$ cat src/rtl/ks_delay_line.sv
// Karplus-Strong delay line: noise fill on pluck, then recirculates filter feedback.
// Optional auto-mute after SUSTAIN loop periods: define KS_AUTOMUTE_EN.
module ks_delay_line #(
   parameter int W       = 8,
   parameter int DEPTH   = 256,
   parameter int SUSTAIN = 64
) (
   input  logic         clok,
   input  logic         rst,
   input  logic         tick,
   input  logic         pluck,
   input  logic [7:0]   len,
   input  logic [W-1:0] fb_in,
   output logic [W-1:0] ot,
   output logic         ot_valid,
   output logic         busy
);

   localparam int AW = (DEPTH > 1) ? $clog2(DEPTH) : 1;
   localparam int LW = $clog2(DEPTH + 1);

   typedef enum logic [1:0] {
      S_IDLE = 2'd0,
      S_FILL = 2'd1,
      S_RUN  = 2'd2
   } state_t;

   state_t         r_state;
   state_t         w_state_nxt;
   logic [AW-1:0]  r_ptr;
   logic [LW-1:0]  r_len_q;
   logic [7:0]     r_lfsr;
   logic [W-1:0]   r_mem [DEPTH];

   logic [LW-1:0]  w_len_clamp;
   logic [7:0]     w_lfsr_nxt;
   logic [W-1:0]   w_noise;
   logic           w_last;
   logic           w_fill;
   logic           w_pluck_ok;
   logic           w_tick_ok;
   logic           w_mute;

   assign w_fill     = (r_state == S_FILL);
   assign w_pluck_ok = pluck && (r_state != S_FILL);
   assign w_tick_ok  = tick && !pluck && (r_state == S_RUN);
   assign w_last     = (LW'(r_ptr) == (r_len_q - LW'(1)));
   assign w_lfsr_nxt = {r_lfsr[6:0],
                        r_lfsr[7] ^ r_lfsr[5] ^ r_lfsr[4] ^ r_lfsr[3]};
   assign w_noise    = W'(r_lfsr);
   assign busy       = (r_state != S_IDLE);

   // Loop length clamped into [2, DEPTH]
   always_comb begin
      w_len_clamp = LW'(len);
      if (len < 8'd2) begin
         w_len_clamp = LW'(2);
      end else if (32'(len) > DEPTH) begin
         w_len_clamp = LW'(DEPTH);
      end
   end

`ifdef KS_AUTOMUTE_EN
   localparam int CW = $clog2(SUSTAIN + 1);

   logic [CW-1:0] r_wraps;

   assign w_mute = w_tick_ok && w_last && (r_wraps == CW'(SUSTAIN - 1));

   // Count loop wraps since the last pluck
   always_ff @(posedge clok or posedge rst) begin
      if (rst) begin
         r_wraps <= '0;
      end else if (w_pluck_ok) begin
         r_wraps <= '0;
      end else if (w_tick_ok && w_last) begin
         r_wraps <= w_mute ? '0 : r_wraps + CW'(1);
      end
   end
`else
   logic w_sustain_unused;

   assign w_mute           = 1'b0;
   assign w_sustain_unused = (SUSTAIN > 0);
`endif

   // State register
   always_ff @(posedge clok or posedge rst) begin
      if (rst) begin
         r_state <= S_IDLE;
      end else begin
         r_state <= w_state_nxt;
      end
   end

   // Next-state decode; pluck in FILL is ignored, pluck in RUN restarts
   always_comb begin
      w_state_nxt = r_state;
      unique case (r_state)
         S_IDLE: begin
            if (pluck) begin
               w_state_nxt = S_FILL;
            end
         end
         S_FILL: begin
            if (w_last) begin
               w_state_nxt = S_RUN;
            end
         end
         S_RUN: begin
            if (pluck) begin
               w_state_nxt = S_FILL;
            end else if (w_mute) begin
               w_state_nxt = S_IDLE;
            end
         end
         default: begin
            w_state_nxt = S_IDLE;
         end
      endcase
   end

   // Pointer, length latch, noise generator and output register
   always_ff @(posedge clok or posedge rst) begin
      if (rst) begin
         r_ptr    <= '0;
         r_len_q  <= LW'(2);
         r_lfsr   <= 8'hA5;
         ot       <= '0;
         ot_valid <= 1'b0;
      end else begin
         ot_valid <= 1'b0;
         if (w_pluck_ok) begin
            r_len_q <= w_len_clamp;
            r_ptr   <= '0;
            ot      <= '0;
         end else if (w_fill) begin
            r_lfsr <= w_lfsr_nxt;
            r_ptr  <= w_last ? '0 : r_ptr + AW'(1);
         end else if (w_tick_ok) begin
            ot       <= w_mute ? '0 : r_mem[r_ptr];
            ot_valid <= 1'b1;
            r_ptr    <= w_last ? '0 : r_ptr + AW'(1);
         end
      end
   end

   // Sample storage: noise during FILL, feedback on each RUN tick
   always_ff @(posedge clok) begin
      if (w_fill) begin
         r_mem[r_ptr] <= w_noise;
      end else if (w_tick_ok) begin
         r_mem[r_ptr] <= fb_in;
      end
   end

endmodule

$ cat config.mk
export PLATFORM = sky130hd
export DESIGN_NAME = ks_delay_line
export DESIGN_NICKNAME = d
export VERILOG_FILES = /design/src/rtl/ks_delay_line.sv
export SDC_FILE = /design/constraint.sdc
export NUM_CORES = 2
export LEC_CHECK = 0
export CAP_MARGIN = 20
export CORE_UTILIZATION = 37
export CTS_BUF_LIST = sky130_fd_sc_hd__clkbuf_4 sky130_fd_sc_hd__clkbuf_8 sky130_fd_sc_hd__clkbuf_16
export DETAILED_ROUTE_END_ITERATION = 8
export PLACE_DENSITY_LB_ADDON = 0.3
export SETUP_SLACK_MARGIN = 0.15
export SYNTH_ARGS = -nofsm -noshare
export SYNTH_HDL_FRONTEND = slang
export SYNTH_SLANG_ARGS = --single-unit
$ cat constraint.sdc
create_clock -name clok -period 14.3 [get_ports clok]
set_input_delay 2.86 -clock clok [delete_from_list [all_inputs] [get_ports clok]]
set_output_delay 2.86 -clock clok [all_outputs]
set_load 0.1 [all_outputs]
==> results by group <==
Status
  – Status: complete, no violations

Floorplan
  – Die Y: 471 um
  – Core ar.: 218,000 sq um
  – Starting density of the core: 0.374
  – Die Wd: 471 um
  – Die Footprint: 222,000 sq um
  – Io pins: 30
  – # rows: 171

Yosys
  – Fraction of registers with async set/reset: 0.0168
  – Sequential area share after synthesis: 0.766
  – Post-Syn Area: 81,500 sq um
  – Unique cell type count in the Yosys netlist: 66
  – Syn avg cell area: 19.6 sq um
  – Number of synthesized flops with an enable pin: 2,048
  – Top_reg_cell synth: edfxtp_1
  – Syn nets: 4,172
  – Post-Synthesis Cells: 4,147
  – #FFs+latches synth: 2,083
  – Ys Warns: 0

CTS
  – Maximum root-to-sink buffer count: 3
  – Post-CTS sizing: 0
  – Hold Buf Count CTS: 0
  – Number of buffers created by CTS: 207
  – Worst-path clk slew: 60 ps
  – H-tree levels: 4
  – Postcts setup bufs: 0
  – Root Buffer: clkbuf_16
  – Worst-Skew Late Latency: 850 ps
  – CTS Sinks: 2,083
  – CTS tree: built

Placement
  – Placer Congestion: 0.840
  – Number of port buffers: 29
  – Placed cell count: 6,858
  – HPWL after DPL: 127,000 um
  – Worst slack, placed: 6590 ps
  – Placed cell areas: 85,000 sq um

Global routing
  – Met3 GRT Util: 0.0361
  – Total gr overflow: 0
  – Met2 Use GR: 0.292
  – Global Route Usage Sum: 0.186
  – Vias in the first global route: 40,600
  – Largest net degree at the start of global routing: 199
  – Initial antenna violation count: 2
  – First-pass GRT wire length: 298,000 um
  – Met1 Track Usage GR: 0.260
  – GR peak layer: met2

Cells and area
  – Layout cells sized above 1: 0.189
  – Layout Nets: 4,242
  – Final Non-Filler Cells: 7,253
  – Post-route cell area: 92,200 sq um
  – Layout area overhead: 13.2%

STA
  – Post-route clock period utilization: 0.482
  – RSZ-0062 raised after global routing: no
  – Worst slew pin tran: 1200 ps
  – Worst setup margin: 7410 ps
  – Relative slew slack: 0.196
  – Fmax: 145 MHz
  – Setup TNS: 0 ps
  – Endpoints failing setup: 0
  – Minimum clock period: 6890 ps
  – Final hold violation count: 0
  – Max Slew Vio Count: 0
  – Worst Clk Skew: 29.0 ps
  – Worst Hold Slack: 519 ps

Setup path
  – WP data required: 14,770 ps
  – Crit-path leading delay family: simple AND/OR/NAND/NOR gates
  – Critical Path Source Type: input port
  – Setup CP Type: in2reg
  – WP buf/inv: 2
  – Crit path arrival time: 7360 ps
  – Crit Path Max Fanout: 27
  – Type of destination of the critical path: flip-flop
  – Slowest stage cell, crit path: nand3_2
  – CP peak stage delay: 950 ps
  – Critical-path cell list: clkdlybuf4s50_1 > nand2b_1 > or3b_2 > nand2_1 > nand3_2 > buf_4 > nor2_1

Drt
  – ANT nets after route: 0
  – Via count: 40,500
  – DRC violation count after routing: 0
  – Routed WL per cell: 28.7 um
  – Via density: 5.59
  – Post-Route WL: 208,000 um
  – DR pass1 iterations: 6
  – DRT iter0 DRCs: 4,177

Power and ir drop
  – Pleak: 30.4 nW
  – Power density cells: 165 nW/um^2
  – Worst VDD drop: 142 uV

Min path
  – Hold crit path type: reg2reg

Job
  – Max Cap Viol: 0
-- through the flow --
| step | power, mW | utilization |
|---|---|---|
| final | 15.2 | 0.423 |
| after floorplan | 8.83 | - |
| after global routing | 15.6 | 0.423 |
| after detailed placement | 9.64 | 0.390 |
| after CTS | 15.3 | 0.423 |
| after global placement | 9.62 | 0.389 |
-- path summary, 6_finish.rpt --
| path | from | end | slack (ps) | depth (start not counted) |
|---|---|---|---|---|
| max | pluck | r_mem[192][0] | 7410 | 7 |
| min | r_lfsr[0] | r_lfsr[0] | 520 | 2 |
| max reg2reg | r_ptr[1] | ot[1] | 8780 | 10 |
| min reg2reg | r_lfsr[0] | r_lfsr[0] | 520 | 2 |
| max in group asynchronous | rst | r_ptr[1] | 11200 | 3 |
| min in group asynchronous | rst | ot_valid | 2630 | 3 |
-- power by group --
part	leakage (nW)	switching (mW)	internal, mW
Sequential	20.6	0.125	6.69
Combinational	6.27	1.71	0.991
Clock	3.52	2.33	3.35
Total	30.4	4.16	11.0
-- registers in the layout, summed over array words and instances, names as in the netlist --
name	cells
r_ptr	8
ot	8
r_mem	2048
r_len_q	8
r_state	2
ot_valid	1
r_lfsr	8
-- kinds of logic (layout without fill, tap and decap cells) --
kind of cell,Yosys count,count (layout),synth area share
buf+inv,265,515,0.0164
other cells,0,2,0
mux,787,787,0.147
simple gates,574,574,0.0334
fa+ha+maj,5,5,0.000768
compound gates,421,421,0.0360
xor+xnor,12,12,0.00129
flops,2083,2083,0.766
-- tightest hold or removal path, cell delays in order (launching register included) --
cell and delay, ps:
dfstp_2 370, nand2_1 50, o21ai_0 90
-- final cells by class --
type                            instances  area [sq um]
Fill cell                           18700        126000
Sequential cell                      2083         62400
Multi-Input combinational cell       1799         17900
Clock buffer                          238          5480
Tap cell                             2854          3570
Clock inverter                        151          1700
Timing Repair Buffer                  113          1110
Inverter                               13          48.8
Antenna cell                            2          5.00
-- cells in the final DEF, fill, tap and decap left out, types with 19 or more instances in the layout --
cell type / count
nand2b_1: 21
mux4_2: 319
a21oi_1: 40
bufinv_16: 33
a31oi_1: 19
mux2_2: 20
o211ai_1: 24
a221oi_1: 29
mux2i_1: 445
clkbuf_4: 26
clkinv_1: 48
dfrtp_1: 25
nand3_1: 68
clkdlybuf4s50_1: 22
clkbuf_16: 210
edfxtp_1: 2048
o21ai_0: 41
o22ai_1: 107
nor2_1: 270
a22oi_1: 99
nand2_1: 64
nand4_1: 22
clkinv_2: 35
nor4_1: 25
buf_4: 78
-- Yosys cell counts (19+ instances only) --
library cell     n  area (sq um)
mux2_2          20           225
buf_2          101           505
nor2_1         271          1020
dfrtp_1         30           751
buf_4           25           188
nor4_1          25           156
a31oi_1         19           119
o22ai_1        107           669
nand2_1         72           270
nand4_1         22           138
nand2b_1        21           131
clkbuf_1       101           379
o21ai_0         41           205
mux4_2         319          7180
mux2i_1        445          4450
nand3_1         82           410
o211ai_1        24           180
a221oi_1        29           254
edfxtp_1      2048         61500
a22oi_1         99           743
a21oi_1         40           200
-- layer usage --
metal  up-vias  share of wire
met2      1636           0.47
met3       265          0.074
met1     21400           0.43
li1      17200              -
met5         -              0
met4         0          0.027
Note: power is estimated with default switching activity, not from simulation.
